==> config.mk <==
export PLATFORM = sky130hd
export DESIGN_NAME = mem_access_ctrl
export DESIGN_NICKNAME = d
export VERILOG_FILES = /design/src/rtl/mem_access_ctrl_pkg.sv /design/src/rtl/lsu_lane_align.sv /design/src/rtl/mem_access_ctrl.sv
export SDC_FILE = /design/constraint.sdc
export NUM_CORES = 1
export LEC_CHECK = 0
export BUFFER_PORTS_ARGS = -buffer_cell sky130_fd_sc_hd__buf_4
export CORE_ASPECT_RATIO = 1.4
export CORE_MARGIN = 2
export CORE_UTILIZATION = 40
export DETAILED_ROUTE_END_ITERATION = 8
export SLEW_MARGIN = 30
export SYNTH_ARGS = -nofsm -noshare
export SYNTH_HDL_FRONTEND = slang
export SYNTH_SLANG_ARGS = --single-unit
==> constraint.sdc <==
create_clock -name clk -period 3 [get_ports clk]
set_input_delay 0.75 -clock clk [delete_from_list [all_inputs] [get_ports clk]]
set_output_delay 0.75 -clock clk [all_outputs]
set_load 0.05 [all_outputs]
==> src/rtl/mem_access_ctrl_pkg.sv <==
// Shared op and FSM encodings for the load/store access controller.
// Decode helpers keep the alignment rules in one place.
package mem_access_ctrl_pkg;

   typedef enum logic [2:0] {
      OP_LW  = 3'd0,
      OP_LH  = 3'd1,
      OP_LHU = 3'd2,
      OP_LB  = 3'd3,
      OP_LBU = 3'd4,
      OP_SW  = 3'd5,
      OP_SH  = 3'd6,
      OP_SB  = 3'd7
   } op_e;

   typedef enum logic [1:0] {
      ST_IDLE  = 2'd0,
      ST_READ  = 2'd1,
      ST_WRITE = 2'd2,
      ST_RESP  = 2'd3
   } state_e;

   function automatic logic op_is_load(op_e op);
      return (op == OP_LW) || (op == OP_LH) || (op == OP_LHU) ||
             (op == OP_LB) || (op == OP_LBU);
   endfunction

   function automatic logic op_misaligned(op_e op, logic [1:0] lo);
      logic word_op, half_op;
      word_op = (op == OP_LW) || (op == OP_SW);
      half_op = (op == OP_LH) || (op == OP_LHU) || (op == OP_SH);
      return (word_op && (lo != 2'b00)) || (half_op && lo[0]);
   endfunction

endpackage

==> src/rtl/lsu_lane_align.sv <==
// Byte/half lane extraction with sign/zero extension for loads, and
// read-modify-write lane merge for sub-word stores. Purely combinational.
module lsu_lane_align
   import mem_access_ctrl_pkg::*;
(
   input  op_e         op,
   input  logic [1:0]  lane,
   input  logic [31:0] word,
   input  logic [31:0] wdata,
   output logic [31:0] load_data,
   output logic [31:0] merge_data
);

   logic [7:0]  b;
   logic [15:0] h;

   always_comb begin
      b          = word[{lane, 3'b000} +: 8];
      h          = lane[1] ? word[31:16] : word[15:0];
      load_data  = word;
      merge_data = word;
      case (op)
         OP_LH:  load_data = {{16{h[15]}}, h};
         OP_LHU: load_data = {16'h0000, h};
         OP_LB:  load_data = {{24{b[7]}}, b};
         OP_LBU: load_data = {24'h000000, b};
         OP_SW:  merge_data = wdata;
         OP_SH: begin
            if (lane[1]) merge_data[31:16] = wdata[15:0];
            else         merge_data[15:0]  = wdata[15:0];
         end
         OP_SB:  merge_data[{lane, 3'b000} +: 8] = wdata[7:0];
         default: ;
      endcase
   end

endmodule

==> src/rtl/mem_access_ctrl.sv <==
// Single-outstanding CPU load/store controller: IDLE -> READ/WRITE -> RESP.
// Sub-word stores do a read-modify-write through lsu_lane_align.
module mem_access_ctrl
   import mem_access_ctrl_pkg::*;
#(
   parameter int ADDR_BITS = 12
) (
   input  logic        clk,
   input  logic        reset,
   input  logic        req_valid,
   output logic        req_ready,
   input  logic [2:0]  req_op,
   input  logic [31:0] req_addr,
   input  logic [31:0] req_wdata,
   input  logic [31:0] req_pc,
   output logic        resp_valid,
   input  logic        resp_ready,
   output logic [31:0] resp_rdata,
   output logic        resp_err,
   output logic [31:0] mem_addr,
   output logic [31:0] mem_wdata,
   output logic [31:0] mem_pc,
   output logic        mem_we,
   input  logic [31:0] mem_rdata
);

   state_e      state;
   op_e         op_q;
   logic [31:0] addr_q, wdata_q, pc_q, rdata_q, merged_q;
   logic        err_q;
   logic [31:0] load_data, merge_data;
   op_e         req_op_e;
   logic        req_bad;

   assign req_op_e = op_e'(req_op);
   assign req_bad  = op_misaligned(req_op_e, req_addr[1:0]) ||
                     ((req_addr >> ADDR_BITS) != 32'd0);

   lsu_lane_align u_align (
      .op         (op_q),
      .lane       (addr_q[1:0]),
      .word       (mem_rdata),
      .wdata      (wdata_q),
      .load_data  (load_data),
      .merge_data (merge_data)
   );

   always_ff @(posedge clk) begin
      if (reset) begin
         state    <= ST_IDLE;
         op_q     <= OP_LW;
         addr_q   <= '0;
         wdata_q  <= '0;
         pc_q     <= '0;
         rdata_q  <= '0;
         merged_q <= '0;
         err_q    <= 1'b0;
      end else begin
         case (state)
            ST_IDLE: if (req_valid) begin
               op_q     <= req_op_e;
               addr_q   <= req_addr;
               wdata_q  <= req_wdata;
               pc_q     <= req_pc;
               rdata_q  <= '0;
               merged_q <= '0;
               err_q    <= req_bad;
               if (req_bad)                 state <= ST_RESP;
               else if (req_op_e == OP_SW)  state <= ST_WRITE;
               else                         state <= ST_READ;
            end
            ST_READ: begin
               // Loads keep the extended lane; SH/SB keep the merged word.
               rdata_q  <= op_is_load(op_q) ? load_data : '0;
               merged_q <= merge_data;
               state    <= op_is_load(op_q) ? ST_RESP : ST_WRITE;
            end
            ST_WRITE: state <= ST_RESP;
            ST_RESP:  if (resp_ready) state <= ST_IDLE;
            default:  state <= ST_IDLE;
         endcase
      end
   end

   logic in_mem, in_write;
   assign in_mem   = (state == ST_READ) || (state == ST_WRITE);
   assign in_write = (state == ST_WRITE);

   assign req_ready  = (state == ST_IDLE);
   assign resp_valid = (state == ST_RESP);
   assign resp_rdata = resp_valid ? rdata_q : '0;
   assign resp_err   = resp_valid & err_q;

   // Reset during WRITE must kill the strobe in that same cycle.
   assign mem_we    = in_write & ~reset;
   assign mem_addr  = in_mem ? {addr_q[31:2], 2'b00} : '0;
   assign mem_wdata = in_write ? ((op_q == OP_SW) ? wdata_q : merged_q) : '0;
   assign mem_pc    = in_write ? pc_q : '0;

endmodule

# Word level (Yosys, flattened, before mapping)
# Index checks and enable logic that the tools add are counted.
op_classes:
  bitwise_logic: 3
  reduce_logical: 21
  order_cmp: 0
  n_addsub: 1
  mul: 0
  mux: 21
  div_mod_pow: 0
  eq_ne: 16
  n_shift: 3
ops:
  columns: ["cell", "count"]
  rows:
  - ["32-bit two-way mux", 7]
  - ["32-bit one-hot mux with 2 select lines", 2]
  - ["32-bit one-hot mux with 4 select lines", 1]
  - ["32-bit one-hot mux with 3 select lines", 1]
  - ["16-bit two-way mux", 3]
  - ["32-bit bitwise mux", 1]
  - ["32-bit nonzero test", 1]
  - ["8-bit by 7-bit variable shift with 32-bit output (first input constant)", 1]
  - ["32-bit by 6-bit variable part select with 8-bit output", 1]
  - ["8-bit by 7-bit variable part select with 32-bit output", 1]
  - ["3-bit equality test (second input constant)", 6]
  - ["1-bit logical OR", 10]
  - ["3-bit by 2-bit equality test with 1-bit output (second input constant)", 3]
  - ["2-bit two-way mux", 4]
  - ["2-bit one-hot mux with 4 select lines", 1]
  - ["5-bit negation with 7-bit output", 1]
  - ["3-bit by 1-bit equality test with 1-bit output (second input constant)", 2]
  - ["3-bit logical NOT", 2]
  - ["2-bit AND reduction", 3]
  - ["2-bit equality test (second input constant)", 2]
  - ["2-bit nonzero test", 2]
  - ["1-bit AND", 2]
  - ["2-bit by 1-bit equality test with 1-bit output (second input constant)", 1]
  - ["1-bit logical AND", 2]
  - ["other kinds (5)", 5]
word_totals:
  ramBits: 0
  n_memories: 0
  latch_bits: 0
  wordCells: 73
  register_bits: 166
  out_inout_bits: 132
  mem_bits_ro: 0
  inputBits: 135

# Depth between registers and ports, before layout
logic_depth:
  ltp_word: 9
  mapped_depth: 9
  mapped_depth_nobuf: 6

# Hierarchy
# From an unflattened synthesis, not the netlist that was laid out.
hier_totals:
  hier_cells: 1124
  area_unflattened_um2: 8921.1
modules_own_cells:
  columns: ["module", "seq_area_each_um2", "area_per_inst_um2", "cells_each", "instances"]
  rows:
  - ["mem_access_ctrl", 3323.2, 7302.0, 909, 1]
  - ["lsu_lane_align", 0.0, 1619.1, 215, 1]

# Least setup slack after synthesis
# Ideal clock, no wire load.
synth_timing:
  path_type: "reg2out"
  from: "register op_q[0]"
  to: "output port mem_wdata[0]"
  path_stages_with_launch: 6
  path_buffers: 2
  arrival_ns: 2.119
  slack_ns: 0.131
  t_required_ns: 2.250
  path_cell_list: "dfxtp_1 > buf_6 > and3b_1 > buf_2 > nand2_1 > a21boi_0"
synth_between:
  elab_chain_len: 3
synth_lines:
  columns: ["element", "line", "text"]
  rows:
  - ["start, declared", "mem_access_ctrl.sv:28", "op_e op_q;"]
  - ["start signal, assigned", "mem_access_ctrl.sv:61", "op_q <= req_op_e;"]
  - ["3-bit equality test", "mem_access_ctrl.sv:97", "assign mem_wdata = in_write ? ((op_q == OP_SW) ? wdata_q : merged_q) : '0;"]
  - ["32-bit two-way mux (2 in series)", "mem_access_ctrl.sv:97", null]
  - ["end, declared", "mem_access_ctrl.sv:21", "output logic [31:0] mem_wdata,"]
# Every way passes these cells.

# Worst setup path after layout
layout_timing:
  from: "register state[1]"
  to: "output port mem_addr[13]"
layout_between:
  elab_chain_len: 3
  word_cells_on_any_way: 4
  cone_classes: "eq/ne: 2; mux: 1; reduce/logical: 1"
layout_lines:
  columns: ["element", "line", "text"]
  rows:
  - ["start, declared", "mem_access_ctrl.sv:27", "state_e state;"]
  - ["start signal, assigned", "mem_access_ctrl.sv:76", "state <= op_is_load(op_q) ? ST_RESP : ST_WRITE;"]
  - ["2-bit by 1-bit equality test with 1-bit output / 2-bit equality test (equally long branches)", "mem_access_ctrl.sv:86", "assign in_mem = (state == ST_READ) || (state == ST_WRITE);"]
  - ["1-bit logical OR *", "mem_access_ctrl.sv:86", null]
  - ["32-bit two-way mux *", "mem_access_ctrl.sv:96", "assign mem_addr = in_mem ? {addr_q[31:2], 2'b00} : '0;"]
  - ["end, declared", "mem_access_ctrl.sv:20", "output logic [31:0] mem_addr,"]
# Every way passes the cells marked *; elsewhere a longest branch is shown, timed or not.

==> results.rst <==
.. list-table::
   :header-rows: 1

   * - Metric
     - Value
   * - Status
     - complete, no violations
   * - Starting Density
     - 40.6%
   * - Routed wire length
     - 32800 um
   * - Worst hold stages
     - 2
   * - DRT Pass-1 Iters
     - 8
   * - Fmax
     - 0.349 GHz
   * - Residual overflow from global routing
     - 0
   * - Total number of vias
     - 9478
   * - Cts repair resizes
     - 0
   * - Antenna diode count
     - 0
   * - Buffers on Ports
     - 264
   * - Worst Reg-to-Reg Cells
     - 7
   * - Number of cells after detailed placement
     - 1702
   * - Final routed DRC violation total
     - 0
   * - Routed length per placed instance
     - 18.9 um
   * - Num Clock Sinks
     - 166
   * - Endpoint of the worst-slack reg-to-reg timing path
     - merged_q[10]
   * - Worst Path Required
     - 2.25 ns
   * - Sum of negative setup slack
     - 0 ns
   * - Total standard cell area after synthesis
     - 9150 um2
   * - Cell count along the critical path
     - 4
   * - Final GP Congestion
     - 0.928
   * - Flip-flop and latch count after synthesis
     - 166
   * - HPWL reported at the end of detailed placement
     - 23600 um
   * - Post-route clock period utilization
     - 95.6%
   * - CTS clock-pin slew for the worst setup and hold paths
     - 0.06 ns
   * - Cells traversed along the worst timing path
     - inv_1 > ha_1 > and2_1 > buf_4
   * - H-tree level count
     - 4
   * - Maxcap violations
     - 0
   * - Clock root buffer master
     - clkbuf_16
   * - Area of the die
     - 24100 um2
   * - Non-Filler Instances
     - 1731
   * - Endpoint, Worst Hold
     - rdata_q[23]
   * - Power per unit of standard cell area
     - 732 nW/um2
   * - Arrival @ worst endpoint
     - 2.12 ns
   * - Iteration-0 DRC Markers
     - 651
   * - Time the worst path needs with I/O delays and setup
     - 2.87 ns
   * - Critical Path End Type
     - output port
   * - Count of standard-cell rows
     - 65
   * - Clk network pwr share
     - 26.1%
   * - Sequential cell fraction of total power
     - 34.2%
   * - Number of buffers and inverters on the critical path
     - 2
   * - Bufs on Longest Clock Path
     - 2
   * - Share of cells above drive strength 1
     - 25.1%
   * - Static leakage
     - 4.72 nW
   * - Remaining antenna violation count after routing
     - 0
   * - Synthesized netlist cell count
     - 1215
   * - Final count of pins violating max slew
     - 0
   * - Wire length of the first global-routing pass
     - 50800 um
   * - Count of final hold-check violations
     - 0
   * - Area added between synthesis and finish
     - 30.0%
   * - Cell with the largest stage delay on the worst path
     - ha_1
   * - Worst IR Drop VDD
     - 0.000403 V
   * - Via count of the first global-routing pass
     - 9043
   * - Min-delay worst type
     - reg -> reg
   * - Total of hold buffers inserted after clock tree synthesis
     - 0
   * - CP max FO
     - 31
   * - Primary flip-flop cell chosen by synthesis mapping
     - dfxtp_1
   * - Category of the critical setup timing path
     - reg -> out
   * - Post-synth EDFFs
     - 0
   * - Setup violations, final
     - 0
   * - Int Power
     - 5.17 mW
   * - All-Layer GR Usage
     - 26.8%
   * - Worst-Skew Late Latency
     - 0.43 ns
   * - Logic gate share of total power
     - 39.7%
   * - Cell family with most CP delay
     - adder cells
   * - Clock Skews
     - 0.00950 ns
   * - Number of synthesis warnings
     - 0
   * - CP startpoint kind
     - flip-flop
   * - Hold Path Origin
     - rdata_q[23]
   * - Switching portion of total power
     - 40.6%
   * - Power spent charging and discharging nets
     - 3.54 mW
   * - TritonCTS clock tree
     - yes
   * - Die height
     - 183 um
   * - Relative slew slack
     - 48.0%
   * - Core Box Area
     - 22500 um2
   * - Number of library cell types mapped by synthesis
     - 68
   * - Die outline width
     - 132 um
   * - Worst slew pin tran
     - 0.777 ns
   * - Mean instance size in the synthesized netlist
     - 7.53 um2
   * - Total I/O pin count
     - 267
   * - Initial antenna violation count
     - 0
   * - Vias per Instance
     - 5.48
   * - Maximum number of pins on one net before global-route repair
     - 58
   * - Asr flop ratio synth
     - 0%
   * - Number of post-CTS setup repair buffers
     - 0
   * - Reg-to-reg startpoint
     - state[0]
   * - RSZ-0062 raised after global routing
     - no
   * - Worst path max stage delay
     - 0.77 ns
   * - Net count, final
     - 1564
   * - Part of the Yosys area used for sequential elements
     - 36.3%
   * - Number of buffers added by the clock tree synthesis step
     - 17
   * - Reg-to-reg setup timing slack
     - 0.64 ns
-- registers in the layout, summed over array words and instances, names as in the netlist --
register  cells
addr_q       32
err_q         1
merged_q     32
op_q          3
pc_q         32
rdata_q      32
state         2
wdata_q      32
-- cells by family after synthesis --
kind of cell / count (synthesis) / synth area share (%)
AOI/OAI and AO/OA: 356 / 26.1
other: 1 / 0.0410
adders and majority gates: 9 / 1.23
xor gates and xnor gates: 1 / 0.178
buffers and inverters: 121 / 6.07
muxes: 28 / 3.46
and+or+nand+nor: 533 / 26.6
DFF: 166 / 36.3
-- synthesized netlist by cell type, types with 8 or more instances --
cell / n / share of area (%)
a21boi_1: 31 / 2.5
a21o_1: 9 / 0.74
a21oi_1: 117 / 6.4
a221oi_1: 31 / 3.0
a22o_1: 9 / 0.86
a22oi_1: 22 / 1.8
a31oi_1: 10 / 0.68
and2_1: 97 / 6.6
buf_2: 31 / 1.7
buf_4: 12 / 0.98
clkbuf_1: 57 / 2.3
dfxtp_1: 166 / 36
ha_1: 9 / 1.2
inv_1: 11 / 0.45
mux2_2: 15 / 1.8
mux2i_1: 11 / 1.2
nand2_1: 341 / 14
nand2b_1: 8 / 0.55
nor2_1: 35 / 1.4
nor2b_1: 9 / 0.62
o21ai_0: 24 / 1.3
o21ai_1: 15 / 0.82
o221ai_1: 14 / 1.3
o22ai_1: 9 / 0.62
o2bb2ai_1: 8 / 0.77
o31ai_1: 24 / 2.0
-- tightest hold or removal path: cells and delay by family, from the launching register on --
| kind | cells | cell delay (ns) |
|---|---|---|
| compound gates | 1 | 0.05 |
| flops | 1 | 0.32 |
| simple gates | 1 | 0.05 |
-- power groups by stage --
stage               Combinational, mW  Sequential, mW  Clock, mW
floorplan                        2.51            2.84          0
global placement                 3.43            3.01          0
detailed placement               3.47            3.02          0
CTS                              3.48            2.97       2.33
global route                     3.77            3.02       2.40
finish                           3.46            2.98       2.28
-- layer usage --
layer	global-route usage [%]	wire length (um)
met1	31.2	12700
met2	45.0	15900
met5	0	0
met4	14.7	1710
met3	6.88	2470
-- worst max path at each step --
stage	startpoint	end	slack (ns)
3_5_place_dp	state[1]	mem_addr[13]	0.52
6_report	state[1]	mem_addr[13]	0.13
5_1_grt	state[0]	mem_addr[30]	0.002
4_1_cts	state[1]	mem_addr[13]	0.06
3_3_place_gp	state[0]	mem_addr[2]	0.69
2_1_floorplan	op_q[0]	mem_wdata[0]	0.13
-- metrics by stage --
step	cell area (um2)	setup WS, ns	power [mW]	hold slack, ns	utilization [%]
floorplan	9160	0.131	5.35	0.417	-
global placement	11300	0.694	6.44	0.425	50.2
detailed placement	11300	0.524	6.49	0.434	50.2
CTS	11900	0.0578	8.78	0.446	52.8
global route	11900	0.00224	9.19	0.467	52.8
finish	11900	0.132	8.71	0.444	52.8
-- final cells by class --
type	count	area [um2]
clock buffers	20	437
clock inverters	9	155
fillers	2268	10600
inverters	12	45.0
multi-input cells	929	5290
flip-flops and latches	166	3320
well taps	301	377
repair buffers	294	2270
-- layout by cell type (no fill, tap or decap), drive strengths merged, types with 24 or more instances in the layout --
master and count:
a21boi 34, a21oi 119, a221oi 31, and2 97
buf 294, dfxtp 166, nand2 341, nor2 40
o21ai 44, o31ai 24
No activity file was read; power rests on OpenSTA's default activity.
